===== src/rtl/btn_pkg.sv =====
`default_nettype none
// ============================================================================
// btn_pkg : shared state encoding and button index constants
// Rev 1.0 : initial release
// ============================================================================
package btn_pkg;

  localparam logic [1:0] ST_IDLE         = 2'd0;
  localparam logic [1:0] ST_PRESS_WAIT   = 2'd1;
  localparam logic [1:0] ST_HELD         = 2'd2;
  localparam logic [1:0] ST_RELEASE_WAIT = 2'd3;

  localparam int BTN_LEFT  = 0;
  localparam int BTN_RIGHT = 1;
  localparam int BTN_UP    = 2;
  localparam int BTN_DOWN  = 3;

  typedef enum logic [1:0] {
    S_IDLE         = ST_IDLE,
    S_PRESS_WAIT   = ST_PRESS_WAIT,
    S_HELD         = ST_HELD,
    S_RELEASE_WAIT = ST_RELEASE_WAIT
  } btn_state_e;

endpackage
`default_nettype wire


===== src/rtl/btn_debounce_ch.sv =====
`default_nettype none
// ============================================================================
// btn_debounce_ch : one button channel - sync, debounce FSM, press/release pulses
// Optional auto-repeat when BTN_REPEAT_EN is defined.   Rev 1.0 : initial release
// ============================================================================
module btn_debounce_ch
  import btn_pkg::*;
#(
  parameter int DEBOUNCE_CYCLES = 1000000
`ifdef BTN_REPEAT_EN
  ,
  parameter int REPEAT_DELAY    = 50000000,
  parameter int REPEAT_RATE     = 10000000
`endif
) (
  input  logic clk,
  input  logic rst,
  input  logic i_raw,
  output logic o_level,
  output logic o_press,
  output logic o_release
);

  localparam int                 c_cnt_w    = $clog2(DEBOUNCE_CYCLES + 1);
  localparam logic [c_cnt_w-1:0] c_cnt_last = c_cnt_w'(DEBOUNCE_CYCLES - 1);

  logic               r_sync1;
  logic               r_sync2;
  btn_state_e         r_state;
  btn_state_e         w_state_nxt;
  logic [c_cnt_w-1:0] r_cnt;
  logic [c_cnt_w-1:0] w_cnt_nxt;
  logic               w_press_evt;
  logic               w_release_evt;
  logic               r_press_evt;
  logic               r_release_evt;
  logic               w_rpt_press;

  always_ff @(posedge clk) begin
    if (rst) begin
      r_sync1 <= 1'b0;
      r_sync2 <= 1'b0;
    end else begin
      r_sync1 <= i_raw;
      r_sync2 <= r_sync1;
    end
  end

  always_ff @(posedge clk) begin
    if (rst) begin
      r_state <= S_IDLE;
      r_cnt   <= '0;
    end else begin
      r_state <= w_state_nxt;
      r_cnt   <= w_cnt_nxt;
    end
  end

  always_comb begin
    w_state_nxt   = r_state;
    w_cnt_nxt     = r_cnt;
    w_press_evt   = 1'b0;
    w_release_evt = 1'b0;
    case (r_state)
      S_IDLE: begin
        if (r_sync2) begin
          w_state_nxt = S_PRESS_WAIT;
          w_cnt_nxt   = '0;
        end
      end
      S_PRESS_WAIT: begin
        if (!r_sync2) begin
          w_state_nxt = S_IDLE;
          w_cnt_nxt   = '0;
        end else if (r_cnt == c_cnt_last) begin
          w_state_nxt = S_HELD;
          w_cnt_nxt   = '0;
          w_press_evt = 1'b1;
        end else begin
          w_cnt_nxt = r_cnt + 1'b1;
        end
      end
      S_HELD: begin
        if (!r_sync2) begin
          w_state_nxt = S_RELEASE_WAIT;
          w_cnt_nxt   = '0;
        end
      end
      S_RELEASE_WAIT: begin
        if (r_sync2) begin
          w_state_nxt = S_HELD;
          w_cnt_nxt   = '0;
        end else if (r_cnt == c_cnt_last) begin
          w_state_nxt   = S_IDLE;
          w_cnt_nxt     = '0;
          w_release_evt = 1'b1;
        end else begin
          w_cnt_nxt = r_cnt + 1'b1;
        end
      end
      default: begin
        w_state_nxt = S_IDLE;
        w_cnt_nxt   = '0;
      end
    endcase
  end

`ifdef BTN_REPEAT_EN
  localparam int                 c_rpt_max   = (REPEAT_DELAY > REPEAT_RATE) ? REPEAT_DELAY : REPEAT_RATE;
  localparam int                 c_rpt_w     = $clog2(c_rpt_max + 1);
  localparam logic [c_rpt_w-1:0] c_dly_last  = c_rpt_w'(REPEAT_DELAY - 1);
  localparam logic [c_rpt_w-1:0] c_rate_last = c_rpt_w'(REPEAT_RATE - 1);

  logic [c_rpt_w-1:0] r_rpt_cnt;
  logic               r_rpt_phase;
  logic               w_rpt_evt;
  logic               r_rpt_evt;

  // r_rpt_phase selects the initial delay (0) or the steady repeat period (1)
  assign w_rpt_evt = (r_state == S_HELD) && r_sync2 &&
                     (r_rpt_cnt == (r_rpt_phase ? c_rate_last : c_dly_last));

  always_ff @(posedge clk) begin
    if (rst) begin
      r_rpt_cnt   <= '0;
      r_rpt_phase <= 1'b0;
      r_rpt_evt   <= 1'b0;
    end else begin
      r_rpt_evt <= w_rpt_evt;
      if (r_state == S_HELD) begin
        if (r_sync2) begin
          if (w_rpt_evt) begin
            r_rpt_cnt   <= '0;
            r_rpt_phase <= 1'b1;
          end else begin
            r_rpt_cnt <= r_rpt_cnt + 1'b1;
          end
        end
      end else if (r_state == S_RELEASE_WAIT) begin
        if (r_sync2) begin
          r_rpt_cnt   <= '0;
          r_rpt_phase <= 1'b0;
        end
      end else begin
        r_rpt_cnt   <= '0;
        r_rpt_phase <= 1'b0;
      end
    end
  end

  assign w_rpt_press = r_rpt_evt;
`else
  assign w_rpt_press = 1'b0;
`endif

  always_ff @(posedge clk) begin
    if (rst) begin
      r_press_evt   <= 1'b0;
      r_release_evt <= 1'b0;
      o_level       <= 1'b0;
      o_press       <= 1'b0;
      o_release     <= 1'b0;
    end else begin
      r_press_evt   <= w_press_evt;
      r_release_evt <= w_release_evt;
      o_level       <= (r_state == S_HELD) || (r_state == S_RELEASE_WAIT);
      o_press       <= r_press_evt | w_rpt_press;
      o_release     <= r_release_evt;
    end
  end

endmodule
`default_nettype wire


===== src/rtl/button_conditioner.sv =====
`default_nettype none
// ============================================================================
// button_conditioner : NUM_BTN independent debounced push-button channels
// Optional auto-repeat when BTN_REPEAT_EN is defined.   Rev 1.0 : initial release
// ============================================================================
module button_conditioner #(
  parameter int NUM_BTN         = 4,
  parameter int DEBOUNCE_CYCLES = 1000000
`ifdef BTN_REPEAT_EN
  ,
  parameter int REPEAT_DELAY    = 50000000,
  parameter int REPEAT_RATE     = 10000000
`endif
) (
  input  logic               clk,
  input  logic               rst,
  input  logic [NUM_BTN-1:0] btn_raw,
  output logic [NUM_BTN-1:0] btn_level,
  output logic [NUM_BTN-1:0] btn_press,
  output logic [NUM_BTN-1:0] btn_release,
  output logic               any_press
);

  for (genvar g = 0; g < NUM_BTN; g++) begin : g_ch
    btn_debounce_ch #(
      .DEBOUNCE_CYCLES(DEBOUNCE_CYCLES)
`ifdef BTN_REPEAT_EN
      ,
      .REPEAT_DELAY   (REPEAT_DELAY),
      .REPEAT_RATE    (REPEAT_RATE)
`endif
    ) u_ch (
      .clk      (clk),
      .rst      (rst),
      .i_raw    (btn_raw[g]),
      .o_level  (btn_level[g]),
      .o_press  (btn_press[g]),
      .o_release(btn_release[g])
    );
  end

  assign any_press = |btn_press;

endmodule
`default_nettype wire


===== config.mk =====
export PLATFORM = sky130hd
export DESIGN_NAME = button_conditioner
export DESIGN_NICKNAME = d
export VERILOG_FILES = /design/src/rtl/btn_pkg.sv /design/src/rtl/btn_debounce_ch.sv /design/src/rtl/button_conditioner.sv
export SDC_FILE = /design/constraint.sdc
export NUM_CORES = 1
export LEC_CHECK = 0
export CAP_MARGIN = 20
export CORE_MARGIN = 2
export CORE_UTILIZATION = 45
export CTS_CLUSTER_SIZE = 8
export DETAILED_ROUTE_END_ITERATION = 10
export HOLD_SLACK_MARGIN = 0.05
export PLACE_DENSITY = 0.7
export SETUP_SLACK_MARGIN = 0.15
export SYNTH_ARGS = -nofsm -noshare
export SYNTH_HDL_FRONTEND = slang
export SYNTH_SLANG_ARGS = --single-unit

===== constraint.sdc =====
create_clock -name clk -period 2.2 [get_ports clk]
set_input_delay 0.44 -clock clk [delete_from_list [all_inputs] [get_ports clk]]
set_output_delay 0.44 -clock clk [all_outputs]
set_load 0.005 [all_outputs]

Word-level counts from Yosys, hierarchy flattened
Cells that the tools add are included.

storage, ports and cells
  register bits = 116
  input bits = 6
  output and inout bits = 13
  logic and storage cells = 165

cells by class
  add/subtract/negate cells = 4
  equal/unequal tests = 32
  muxes and demuxes = 56
  bitwise operators = 12
  reduce and logical (&&, ||, !) cells = 25

operators by type and width
  kind                                                                    count
  20-bit 2-to-1 mux                                                       20
  20-bit one-hot mux with 4 select lines                                  4
  20-bit by 1-bit adder with 20-bit output (second input constant)        4
  20-bit equality test (second input constant)                            4
  2-bit 2-to-1 mux                                                        24
  2-bit one-hot mux with 4 select lines                                   4
  3-bit OR reduction                                                      8
  2-bit equality test (second input constant)                             8
  4-bit AND reduction                                                     4
  3-bit by 1-bit != test with 1-bit output (second input constant)        4
  3-bit != test (second input constant)                                   4
  1-bit inverter                                                          12
  2-bit by 1-bit equality test with 1-bit output (second input constant)  4
  2-bit logical NOT                                                       4
  2-bit by 1-bit != test with 1-bit output (second input constant)        4
  2-bit != test (second input constant)                                   4
  2-bit AND reduction                                                     4
  1-bit logical OR                                                        4
  1-bit 2-to-1 mux                                                        4
  4-bit OR reduction                                                      1

Longest topological paths before layout
Gate-level depths: netlist of run 1.

  word-level depth = 4
  depth in mapped cells = 8

By module
Synthesis of run 1 repeated with hierarchy kept, for this count alone.

unflattened totals
  cell total of the unflattened synthesis = 633
  area, all modules = 5417.7 µm²

by module, submodules not included
  module                              instances  cells each  area an instance (µm²)  seq. area each (µm²)
  btn_debounce_ch (g_ch[0].u_ch ...)  3          158         1341.3                  580.6
  btn_debounce_ch (g_ch[3].u_ch)      1          158         1386.3                  580.6
  button_conditioner                  1          1           7.5                     0.0

Least setup slack after synthesis of run 1
No wires, ideal clock.

  path type = register to register
  from = reg g_ch[3].u_ch.r_cnt[0]
  to = reg g_ch[3].u_ch.r_cnt[18]
  arrival time = 1.885 ns
  data required time = 2.078 ns
  setup slack = 0.193 ns
  stages on the path, launching flop included = 8
  clock period less this slack = 2.007 ns
  path through = dfxtp_1 ha_1 and4_1 buf_2 and4_1 a31oi_1 and4_1 a311o_1

between the ends
  word-level cells in the longest chain between the ends = 4
  elaborated cells between the ends (all ways) = 6
  classes of those cells = 1 x add/sub; 1 x eq/ne; 4 x mux

ends and longest elaborated chain
  item                                                                              line                                          RTL
  start, declared                                                                   btn_debounce_ch.sv:31                         logic [c_cnt_w-1:0] r_cnt;
  start signal, assigned                                                            btn_debounce_ch.sv:55                         r_cnt <= w_cnt_nxt;
  20-bit by 1-bit adder with 20-bit output or 20-bit equality test (tied branches)  --
  20-bit 2-to-1 mux (*)                                                             btn_debounce_ch.sv:75, btn_debounce_ch.sv:93
  20-bit 2-to-1 mux (on tied branches)                                              btn_debounce_ch.sv:90, btn_debounce_ch.sv:72
  20-bit one-hot mux with 4 select lines (*)                                        btn_debounce_ch.sv:64                         case (r_state)

Mark *: on every way between the ends. The rest lies on a longest branch, timed or not.
A chain may end at the register's enable or synchronous reset.

Worst setup path in the final report of run 1
  from = reg g_ch[1].u_ch.r_cnt[8]
  to = reg g_ch[1].u_ch.r_cnt[14]

between the ends
  word-level cells in the longest chain between the ends = 4
  elaborated cells between the ends (all ways) = 6
  classes of those cells = 1 x add/sub; 1 x eq/ne; 4 x mux

ends and longest elaborated chain
  item                                                                              line
  start, declared                                                                   btn_debounce_ch.sv:31
  start signal, assigned                                                            btn_debounce_ch.sv:55
  20-bit by 1-bit adder with 20-bit output or 20-bit equality test (tied branches)  --
  20-bit 2-to-1 mux (*)                                                             btn_debounce_ch.sv:75, btn_debounce_ch.sv:93
  20-bit 2-to-1 mux (on tied branches)                                              btn_debounce_ch.sv:90, btn_debounce_ch.sv:72
  20-bit one-hot mux with 4 select lines (*)                                        btn_debounce_ch.sv:64

Marks and branches as above.

==> results.yml, run 1 <==
critical_path:
  path_class: "register to register"
  worst-endpoint-required_ps: 2490
  worstPathArrival_ps: 2330
  end_kind: "register"
  worst_path_largest_cell_delay_ps: 530
  cell_count_of_the_worst_reg_to_reg_path: 5
  crit-reg2reg-capture: "g_ch[1].u_ch.r_cnt[14]"
  worst_setup_path_start_kind: "register"
  cpMaxStageDelayCell: "or4b_4"
  crit-reg2reg-launch: "g_ch[1].u_ch.r_cnt[8]"
  r2r_setup_slack_ps: 160
  path_cells: "or4b_4 -> nor4_4 -> a21oi_2 -> and4_4 -> a311o_1"
  timing.critical_path.fanout_max: 7
synth:
  yosys_cell_types: 61
  synth_seq_area_share_pct: 42.34
  ys.warnings.count: 0
  synthArstFlopShare_pct: 0
  synth.ff_latch_count: 116
  synth-edff-count: 0
  synth.avg_cell_area_um2: 8.584
  synth_nets: 649
  post_synth_inst_count: 639
  syn-cell-area_um2: 5485
  synth_top_flop_cell: "dfxtp_1"
timing:
  worstMarginPinSlew_ps: 584.9
  setup_violations: 0
  timing.final.crit_share_pct: 92.72
  fin_hold_ws_ps: 434.6
  setup_total_negative_slack_ps: 0
  slew_headroom_pct: 60.86
  finalHoldViolCount: 0
  tmin_final_ps: 2040
  clock_skew_ps: 8.185
  max_clock_freq_ghz: 0.4903
  grt_setup_unrepaired: "true"
  finalMaxSlewViolations: 0
layout:
  area_growth_syn_to_layout_pct: 18.86
  final_util_pct: 54.51
  final_design_instance_area_without_fill_um2: 6520
  register_area_um2: 2326
  final-instance-count-excl-fill: 833
  finalNetCount: 684
  antenna_cells: 0
  post_route_cells_drive_above_1_share_pct: 13.12
  n_fill_cell: 1084
  multiInputGateArea_um2: 2924
clock_tree:
  max-clock-path-buffers: 2
  cts.reportedPaths.clkPinSlew_ps: 50
  h-tree-depth: 4
  tritoncts_num_sinks: 116
  tritoncts: "yes"
  cts_made_buffers: 17
  ctsRootBufferMaster: "clkbuf_16"
  clkLatencyLatePin_ps: 420
grt:
  global_route.usage.met2_pct: 31.87
  grt_pass1_vias: 4505
  grt_start_max_net_pins: 27
  gr-total-overflow: 0
  use_met3_pct: 5.770
  grt.busiest_layer: "met2"
  grt_pass1_wl_mm: 21.16
  grt_util_met1_pct: 25.70
  grt_use_total_pct: 20.12
  number_of_antenna_violations_at_the_first_check_in_global_routing: 0
min_path:
  timing.hold.worst.start: "g_ch[2].u_ch.r_sync1"
  whs_path_depth: 1
  min-delay-path-class: "register to register"
  hold_end: "g_ch[2].u_ch.r_sync2"
placed_design:
  place_area_um2: 5868
  dp.cells: 797
  place.gp.congestion: 0.8524
  hpwlAfterDp_mm: 8.322
  placement.io_buffers: 18
run_status:
  run_status: "finished clean"
detailed_routing:
  detailroute.via_count: 4873
  dr.pass1.iters: 5
  antenna_left: 0
  detail_route.drc_violations: 0
  route.detailed.vias_per_inst: 5.850
  finalWirelength_mm: 12.59
  iter_0_drt_violations: 286
  routedWlPerCell_um: 15.11
floorplanning:
  die-height_um: 114.4
  width_of_the_die_um: 114.4
  io-pin-count: 19
  total_number_of_placement_rows: 40
  die_area_um2: 13090
  core-area_um2: 11960
  initial_core_util_pct: 45.86
pwr:
  leakagePower_nw: 2.313
  vdd_drop_max_uv: 475.6
  power_density_nw_per_um2: 745.5
run:
  maxCapViolCount: 0
==> routing by layer <==
layer / vias up / share of wire [%]
li1: 2452 / -
met1: 2302 / 47
met2: 105 / 48
met3: 14 / 4.1
met4: 0 / 1.1
met5: - / 0
==> area by class of cell <==
class	instances	area share, %
clock buffers	27	7.868
clock inverters	4	0.6908
inverters	15	0.8636
multi-input cells	468	44.85
flip-flops and latches	116	35.67
well taps	147	2.821
repair buffers	56	7.235
==> Yosys cell counts (3+ instances only) <==
library cell / instances / area [µm²]
nand2b_1: 6 / 37.54
nor2b_1: 20 / 125.1
xnor2_1: 10 / 87.58
a22o_1: 15 / 131.4
ha_1: 4 / 50.05
xor2_1: 8 / 70.07
buf_2: 10 / 50.05
nand3b_1: 3 / 22.52
a22oi_1: 4 / 30.03
a21oi_2: 3 / 26.28
nand3_1: 40 / 200.2
nor4_1: 8 / 50.05
buf_1: 3 / 11.26
nor4b_1: 6 / 52.55
and3_1: 9 / 56.30
or3_1: 4 / 25.02
buf_4: 12 / 90.09
clkbuf_1: 10 / 37.54
nand2_1: 70 / 262.8
nand4_1: 22 / 137.6
o21ai_0: 25 / 125.1
a41oi_1: 12 / 105.1
nor3_1: 22 / 110.1
dfxtp_1: 116 / 2322
a31oi_1: 40 / 250.2
nor2_1: 41 / 153.9
a21oi_1: 38 / 190.2
buf_6: 4 / 45.04
inv_1: 14 / 52.55
and4_1: 6 / 52.55
mux2i_1: 9 / 90.09
or4_1: 3 / 22.52
or4b_1: 4 / 40.04
==> critical path: cells and delay by family (launching register included) <==
kind / cells / cell delay [ps]
and+or+nand+nor: 3 / 1080
DFF: 1 / 340
AOI/OAI and AO/OA: 2 / 500
==> state kept, by name, summed over array words and instances, names as in the netlist, named ones only <==
name and count:
g_ch.u_ch.o_level 4, g_ch.u_ch.o_press 4, g_ch.u_ch.o_release 4, g_ch.u_ch.r_cnt 80
g_ch.u_ch.r_press_evt 4, g_ch.u_ch.r_release_evt 4, g_ch.u_ch.r_state 4, g_ch.u_ch.r_sync1 4
g_ch.u_ch.r_sync2 4
==> how the worst max path moves through the flow <==
stage                                      from                     end  slack, ps
final                     g_ch[1].u_ch.r_cnt[8]  g_ch[1].u_ch.r_cnt[14]        160
after global routing      g_ch[1].u_ch.r_cnt[8]  g_ch[1].u_ch.r_cnt[14]        120
after CTS                 g_ch[1].u_ch.r_cnt[9]  g_ch[1].u_ch.r_cnt[14]        140
after detailed placement  g_ch[1].u_ch.r_cnt[0]  g_ch[1].u_ch.r_cnt[19]         90
after global placement    g_ch[1].u_ch.r_cnt[0]   g_ch[1].u_ch.r_cnt[7]        200
after floorplan           g_ch[3].u_ch.r_cnt[0]  g_ch[3].u_ch.r_cnt[18]        190
==> metrics by stage <==
| stage | setup WS [ps] | power (mW) |
|---|---|---|
| 4_1_cts | 141.8 | 4.901 |
| 2_1_floorplan | 192.8 | 2.251 |
| 5_1_grt | 116.8 | 5.018 |
| 6_report | 160.2 | 4.861 |
| 3_5_place_dp | 85.61 | 2.307 |
| 3_3_place_gp | 195.7 | 2.303 |
==> cell usage in the layout (no fill, tap or decap), drive strengths merged, types with 3 or more instances in the layout <==
master / instances
dfxtp: 116
nand2: 70
a21oi: 42
nor2: 41
a31oi: 40
nand3: 40
buf: 39
clkbuf: 27
o21ai: 26
nand4: 22
nor3: 22
nor2b: 20
clkdlybuf4s50: 16
a22o: 15
inv: 14
a41oi: 12
nor4: 11
xnor2: 10
and3: 9
mux2i: 9
xor2: 8
and4: 8
nor4b: 7
nand2b: 6
or4b: 5
a22oi: 4
or3: 4
ha: 4
clkinv: 4
or4: 3
nand3b: 3
==> cell families after synthesis <==
logic type / count (synthesis) / synth area share (%)
flops: 116 / 42.34
mux: 9 / 1.642
fa+ha+maj: 4 / 0.9124
compound gates: 155 / 18.70
simple gates: 281 / 28.06
buf+inv: 56 / 5.474
xor+xnor: 18 / 2.874
==> where the power goes <==
group / switching [mW] / total, mW / internal [mW] / leakage, nW
clock: 0.904 / 2.59 / 1.69 / 0.277
sequential: 0.0107 / 2.13 / 2.12 / 0.938
combinational: 0.0944 / 0.142 / 0.0471 / 1.10
total: 1.01 / 4.86 / 3.85 / 2.31
==> repair_timing <==
item                       4_1_cts  5_1_grt
cloned                           0        1
pin swaps                        0        4
resized for setup                4       10
setup endpoints to repair        7       29
hold buffers                     0        0
buffers inserted                 0        4
Note: power is estimated with default switching activity, not from simulation.
==> run 2, diff against run 1 <==
- GPL_ROUTABILITY_DRIVEN: not set -> 0
==> results of run 2 <==
No change in the layout: final DEF, timing and power equal those of run 1.
